<file path="config.mk">
export PLATFORM = sky130hd
export DESIGN_NAME = bsg_manycore_pod_link_retimer
export DESIGN_NICKNAME = d
export VERILOG_FILES = /design/src/rtl/bsg_manycore_pod_link_retimer.sv
export SDC_FILE = /design/constraint.sdc
export NUM_CORES = 1
export LEC_CHECK = 0
export ABC_CLOCK_PERIOD_IN_PS = 6900
export BUFFER_PORTS_ARGS = -buffer_cell sky130_fd_sc_hd__buf_2
export CORE_AREA = 2 2 201 203
export CTS_BUF_LIST = sky130_fd_sc_hd__clkbuf_4 sky130_fd_sc_hd__clkbuf_8
export CTS_CLUSTER_SIZE = 25
export DETAILED_ROUTE_END_ITERATION = 8
export DIE_AREA = 0 0 203 205
export PLACE_DENSITY = 0.76
export SYNTH_ARGS = -nofsm -noshare
export SYNTH_HDL_FRONTEND = slang
export SYNTH_SLANG_ARGS = --single-unit
</file>
<file path="constraint.sdc">
create_clock -name clk_i -period 6.9 [get_ports clk_i]
set_clock_uncertainty 0.15 [all_clocks]
set_input_delay 1.035 -clock clk_i [delete_from_list [all_inputs] [get_ports clk_i]]
set_output_delay 1.035 -clock clk_i [all_outputs]
set_load 0.01 [all_outputs]
</file>
<file path="src/rtl/bsg_manycore_pod_link_retimer.sv">
`default_nettype none
// ============================================================================
// Module   : bsg_manycore_pod_link_retimer
// Purpose  : Pipelined retimer for the inter-pod boundary. It carries several
//            valid/ready-and channels through chains of two-entry FIFOs, and
//            barrier wires through plain flops. An isolation mode blocks new
//            traffic, drains in-flight words and ties barriers off.
// Revision : 1.0 - initial release
// ============================================================================
module bsg_manycore_pod_link_retimer #(
    parameter int num_channels_p = 4,
    parameter int width_p = 32,
    parameter int num_stages_p = 2,
    parameter int num_barrier_p = 4,
    parameter logic [num_barrier_p-1:0] barrier_tieoff_p = '0,
    localparam int count_width_lp = $clog2(2*num_stages_p+1)
) (
    input  logic                                         clk_i,
    input  logic                                         reset_i,
    input  logic                                         isolate_i,
    output logic                                         isolated_o,
    input  logic [num_channels_p-1:0]                    v_i,
    input  logic [num_channels_p-1:0][width_p-1:0]       data_i,
    output logic [num_channels_p-1:0]                    ready_and_o,
    output logic [num_channels_p-1:0]                    v_o,
    output logic [num_channels_p-1:0][width_p-1:0]       data_o,
    input  logic [num_channels_p-1:0]                    ready_and_i,
    input  logic [num_barrier_p-1:0]                     barrier_i,
    output logic [num_barrier_p-1:0]                     barrier_o,
    output logic [num_channels_p-1:0][count_width_lp-1:0] count_o
);

    localparam logic [1:0] c_fifo_empty = 2'd0;
    localparam logic [1:0] c_fifo_one   = 2'd1;
    localparam logic [1:0] c_fifo_full  = 2'd2;

    logic [num_channels_p-1:0] w_zero;
    logic                      r_isolated;
    logic [num_barrier_p-1:0]  r_bar [num_stages_p];

    for (genvar c = 0; c < num_channels_p; c++) begin : g_chan
        logic [num_stages_p-1:0]   w_enq;
        logic [num_stages_p-1:0]   w_deq;
        logic [width_p-1:0]        w_din [num_stages_p];
        logic [1:0]                r_cnt [num_stages_p];
        logic [width_p-1:0]        r_d0  [num_stages_p];
        logic [width_p-1:0]        r_d1  [num_stages_p];
        logic [count_width_lp-1:0] r_count;
        logic [count_width_lp-1:0] w_count_next;
        logic                      w_in_hs;
        logic                      w_out_hs;

        // Ready and valid come only from stage occupancy registers; reset
        // suppresses both so no handshake can happen in a reset cycle.
        assign ready_and_o[c] = (r_cnt[0] != c_fifo_full) & ~isolate_i & ~reset_i;
        assign v_o[c]         = (r_cnt[num_stages_p-1] != c_fifo_empty) & ~reset_i;
        assign data_o[c]      = r_d0[num_stages_p-1];
        assign w_in_hs        = v_i[c] & ready_and_o[c];
        assign w_out_hs       = v_o[c] & ready_and_i[c];

        // Stage-to-stage transfers: a word moves when the upstream stage holds
        // one and the downstream stage has room.
        always_comb begin
            w_enq    = '0;
            w_deq    = '0;
            w_din[0] = data_i[c];
            w_enq[0] = w_in_hs;
            for (int s = 1; s < num_stages_p; s++) begin
                w_din[s]   = r_d0[s-1];
                w_enq[s]   = (r_cnt[s-1] != c_fifo_empty) & (r_cnt[s] != c_fifo_full);
                w_deq[s-1] = w_enq[s];
            end
            w_deq[num_stages_p-1] = w_out_hs;
        end

        // Two-entry FIFO per stage; r_d0 is always the head entry.
        always_ff @(posedge clk_i) begin
            for (int s = 0; s < num_stages_p; s++) begin
                if (reset_i) begin
                    r_cnt[s] <= c_fifo_empty;
                end else begin
                    case ({w_enq[s], w_deq[s]})
                        2'b10: begin
                            if (r_cnt[s] == c_fifo_empty) r_d0[s] <= w_din[s];
                            else                          r_d1[s] <= w_din[s];
                            r_cnt[s] <= r_cnt[s] + 2'd1;
                        end
                        2'b01: begin
                            r_d0[s]  <= r_d1[s];
                            r_cnt[s] <= r_cnt[s] - 2'd1;
                        end
                        2'b11: begin
                            if (r_cnt[s] == c_fifo_one) begin
                                r_d0[s] <= w_din[s];
                            end else begin
                                r_d0[s] <= r_d1[s];
                                r_d1[s] <= w_din[s];
                            end
                        end
                        default: ;
                    endcase
                end
            end
        end

        // Occupancy moves by one per lone handshake and holds otherwise.
        always_comb begin
            w_count_next = r_count;
            if (w_in_hs & ~w_out_hs)      w_count_next = r_count + 1'b1;
            else if (~w_in_hs & w_out_hs) w_count_next = r_count - 1'b1;
        end

        // Occupancy register.
        always_ff @(posedge clk_i) begin
            if (reset_i) r_count <= '0;
            else         r_count <= w_count_next;
        end

        assign w_zero[c]  = (w_count_next == '0);
        assign count_o[c] = r_count;
    end

    // Isolation is reported once every channel is empty after this cycle.
    always_ff @(posedge clk_i) begin
        if (reset_i) r_isolated <= 1'b0;
        else         r_isolated <= isolate_i & (&w_zero);
    end

    assign isolated_o = r_isolated;

    // Barrier shift chain; no backpressure, tie-off enters while isolated.
    always_ff @(posedge clk_i) begin
        if (reset_i) begin
            for (int s = 0; s < num_stages_p; s++) r_bar[s] <= barrier_tieoff_p;
        end else begin
            r_bar[0] <= isolate_i ? barrier_tieoff_p : barrier_i;
            for (int s = 1; s < num_stages_p; s++) r_bar[s] <= r_bar[s-1];
        end
    end

    assign barrier_o = r_bar[num_stages_p-1];

endmodule
`default_nettype wire

</file>
* Word-level counts from Yosys, hierarchy flattened
Memory sizes are Yosys's and may differ from the RTL's.
Index checks and enable logic that the tools add are counted.
** Storage, ports and cells
- Bits in registers :: 13
- RAM bits :: 536
- Input bits :: 143
- Output and inout port bits :: 153
- Word-level logic and storage cells :: 434
- Memories :: 13
** Memories
- g_chan[0].r_d0 :: words 2, width 32, read ports 2, clocked after memory_dff 0, wr ports 2, RTL line 46 : logic [width_p-1:0] r_d0 [num_stages_p];
- g_chan[0].r_d1 :: words 2, width 32, read ports 2, clocked after memory_dff 0, wr ports 2, RTL line 47 : logic [width_p-1:0] r_d1 [num_stages_p];
- g_chan[1].r_d0 :: words 2, width 32, read ports 2, clocked after memory_dff 0, wr ports 2, RTL line 46
- g_chan[1].r_d1 :: words 2, width 32, read ports 2, clocked after memory_dff 0, wr ports 2, RTL line 47
- g_chan[2].r_d0 :: words 2, width 32, read ports 2, clocked after memory_dff 0, wr ports 2, RTL line 46
- g_chan[2].r_d1 :: words 2, width 32, read ports 2, clocked after memory_dff 0, wr ports 2, RTL line 47
- +7 memories
** Cells by class
- $add $sub $neg :: 24
- Eq/ne operators :: 40
- Multiplexer cells :: 238
- Bitwise gates (word level) :: 93
- Reductions and logical operators :: 21
** Operators with widths (number)
- 32-bit two-way mux :: 32
- 1-bit two-way mux :: 179
- 1-bit bitwise OR :: 50
- 1-bit AND :: 33
- 2-bit by 1-bit == test with 1-bit output (second input constant) :: 16
- 2-bit == test (second input constant) :: 16
- 2-bit two-way mux :: 16
- 3-bit two-way mux :: 8
- 2-bit by 1-bit adder with 2-bit output (second input constant) :: 8
- 2-bit logical NOT :: 8
- 2-bit != test (second input constant) :: 8
- 2-bit nonzero test :: 8
- 2-bit by 1-bit subtractor with 2-bit output (second input constant) :: 8
- 3-bit by 1-bit adder with 3-bit output (second input constant) :: 4
- 3-bit logical NOT :: 4
- 4-bit two-way mux :: 3
- 3-bit by 1-bit subtractor with 3-bit output (second input constant) :: 4
- 1-bit inverter :: 10
- 4-bit AND reduction :: 1

* Depth between registers and ports, before layout
- Depth after elaboration :: 11
- Depth in mapped cells :: 8
- Gate-level depth less buffers :: 7

* Worst setup path before layout
No wires, ideal clock.
- Path kind :: input port to flip-flop
- Start point :: in reset_i
- End point :: mem g_chan[0].r_d1[1][0], enable pin
- Library setup time :: 0.594 ns
- Arrival :: 6.782 ns
- Data required time :: 6.156 ns
- Path slack :: -0.626 ns
- Cell stages on the path :: 5
- Buffers on the path :: 4
- Cell sequence :: buf_6 -> buf_2 -> clkbuf_1 -> clkbuf_1 -> a2111oi_0
** RTL lines
- start: declaration :: RTL line 19 : input logic reset_i,
- end: declaration :: RTL line 47

* Worst setup path after layout
- Start point :: in reset_i
- End point :: out ready_and_o[0]
** On the way
- Longest elaborated chain between the ends :: 2
** RTL lines
- 1-bit inverter :: RTL line 55 : assign ready_and_o[c] = (r_cnt[0] != c_fifo_full) & ~isolate_i & ~reset_i;
- 1-bit AND :: RTL line 55
- end: declaration :: RTL line 24 : output logic [num_channels_p-1:0] ready_and_o,
No other way between the ends.

==> impl_metrics.tcl <==
set metrics [dict create \
    required_ns 5.71 \
    dr.pass1.iters 4 \
    timing.hold.ws_ns 0.286 \
    die_area_um2 41600 \
    crit_type "in2out" \
    min_period_ns 3.69 \
    relSlewSlack_pct 25.6 \
    synth_area_um2 21100 \
    grt_first_pass_wirelength_um 60000 \
    synth_fp_nets 1281 \
    antenna_found_initial 6 \
    muxShareOfSynthArea_pct 13.8 \
    synth.top_cell.area_share_pct 75.1 \
    cts_buffer_depth 3 \
    hold_buffers 0 \
    crit_chain "buf_2, buf_4, nor3_1, buf_2" \
    synth.top_cells.by_area "edfxtp_1 75%, mux2_2 13%, dfxtp_1 2.0%, ha_1 1.9%, nor2_1 0.73%" \
    hold_path_depth 0 \
    synth_adder_area_share_pct 2.09 \
    die_w_um 203 \
    cp.arrival_ns 2.50 \
    synth-seq-cells 549 \
    postRouteAntennaNets 0 \
    place.gp.congestion 0.769 \
    synthDistinctLibCells 44 \
    synth_area_leader_cell "edfxtp_1" \
    final_cell_mix "528 x edfxtp_1, 295 x buf_2, 243 x mux2_2, 88 x clkbuf_8, 37 x nor2_1" \
    synth-simple-area-share_pct 3.65 \
    placementRows 73 \
    timing.final.max_slew_violations 0 \
    insertion_delay_ns 0.64 \
    yosysWarnings 0 \
    synth-edff-count 528 \
    power_mw 9.86 \
    cts_root_buffer "clkbuf_8" \
    max_stage_delay_ns 0.56 \
    final.setup.tns_ns 0 \
    power_density_nw_per_um2 394 \
    crit_top_cell "buf_2" \
    die_h_um 205 \
    initial_core_util_pct 53.6 \
    worst_pin_slew_ns 1.11 \
    routed_wl_um 39000 \
    core_area_um2 39400 \
    worst_path_max_delay_cell "buf_2" \
    critPathCaptureType "primary output" \
    synthArstFlopShare_pct 0 \
    grt_max_degree 35 \
    synth_ff_type "edfxtp_1" \
    cp-start-kind "primary input" \
    setup_viol 0 \
    fillCellCount 2815 \
    netlist_instances 1106 \
    crit_path_max_fanout 34 \
    hold_viol 0 \
    route.detailed.drc 0 \
    track_usage_pct 18.8 \
    outcome "complete, no violations" \
    grt_pass1_vias 11200 \
    drive_above_1_share_pct 47.6 \
    vdd_drop_max_v 0.000202 \
    min_path_type "reg2reg" \
    cts_tree "built" \
    port_buffers 295 \
    final_common_cell "edfxtp_1" \
    via_per_inst 5.21 \
    fmax_ghz 0.271 \
    fin_nets 1638 \
    startpoint "reset_i" \
    r2r_cells 5 \
    drt_iter0_drc 526 \
    area_growth_pct 18.5 \
    grt_setup_unrepaired "no" \
    r2r-start "g_chan[1].r_cnt[1][0]" \
    yosysSeqAreaShare_pct 77.1 \
    grt_overflow 0 \
    clkSlewWorstSetupHoldPaths_ns 0.06 \
    cts_made_buffers 87 \
    post_cts_buffers 0 \
    postSynthAreaPerCell_um2 19.1 \
    io_pins 296 \
    vias 10700 \
    ctsResizeCount 0 \
    fin_crit_sh_pct 53.5 \
    dp_hpwl_um 24900 \
    drv_cap 0 \
    cts_max_level 3 \
    cts.sinks 549 \
    wl_per_cell_um 19.0 \
    min-delay-start "g_chan[1].r_d0[0][17]" \
    cellLeakagePower_nw 8.94 \
    synth-xor-area-share_pct 0.439 \
    synth_top_family_by_area "multiplexers" \
    synth_compound_area_share_pct 1.38 \
]
-- worst max-delay path: cells and delay by family --
family,cells,cell delay (ns)
buffers and inverters,3,1.26
and+or+nand+nor,1,0.18
-- metal layers --
metal  global-route usage, %  part of all wire [%]  up-vias
met5                       0                 0.074        -
met1                    23.7                    42     5304
met3                    5.47                   6.7       70
met2                    30.6                    49      306
met4                    8.13                   2.6        4
li1                        -                     -     4995
-- metrics by stage --
| step | setup slack, ns | area [µm²] | util, % | std cells |
|---|---|---|---|---|
| finish | 3.21 | 25000 | 63.6 | 2051 |
| global route | 3.09 | 25000 | 63.6 | 2051 |
| CTS | 3.18 | 25000 | 63.5 | 2048 |
| detailed placement | 2.77 | 23300 | 59.2 | 1899 |
| global placement | 2.87 | 23300 | 59.2 | 1899 |
| floorplan | -0.626 | 21100 | - | 1106 |
-- flip-flops by register name (all words and copies together) (netlist names) --
signal,count
g_chan.r_cnt,16
isolated_o,1
g_chan.r_count,12
r_bar,8
g_chan.r_d1,256
g_chan.r_d0,256
-- synthesized netlist by cell type (4+ instances only) --
cell and number:
xnor2_1 8, nand3_1 6, mux2_2 243, clkbuf_1 9
dfxtp_1 21, inv_1 24, ha_1 32, nor2_1 41
or2_2 4, or4b_1 4, and2_1 5, a2111oi_0 4
o21ai_0 10, a31oi_1 4, nor2b_1 14, edfxtp_1 528
nor3_1 11, buf_2 29, mux2i_1 4, or3_1 4
mux2_1 13, a21oi_1 18, nor4b_2 4, buf_4 4
nand2_1 27, nand3b_1 4, or3b_1 4
-- kinds of logic (layout without fill, tap and decap cells) --
group                    Yosys count  count (layout)
adder cells (fa/ha/maj)           36              36
multiplexers                     260             260
AO/OA/AOI/OAI                     46              46
flip-flops                       549             549
XOR/XNOR                           9               9
other                              0               3
AND/OR/NAND/NOR                  138             138
buffers and inverters             68             485
-- where the power goes --
group	internal [mW]	switching (mW)
logic	0.886	1.28
clock network	1.52	1.20
registers	4.73	0.252
-- worst paths after layout --
path / to / slack, ns
worst min-delay path: g_chan[1].r_d1[1][17] / 0.29
worst max-delay path: ready_and_o[0] / 3.21
worst min register to register: g_chan[1].r_d1[1][17] / 0.29
worst max register to register: g_chan[1].r_d0[1][13] / 3.89
-- final cells by class --
class / instances / area, µm² / share of cell area, %
sequential: 549 / 16300 / 65.1
inverter: 24 / 90.1 / 0.360
antenna: 3 / 7.51 / 0.0300
multi-input combinational: 489 / 4680 / 18.7
clock inverter: 26 / 231 / 0.925
timing repair buffer: 312 / 1600 / 6.41
tap: 525 / 657 / 2.63
clock buffer: 123 / 1470 / 5.89
(Power assumes the default switching activity.)
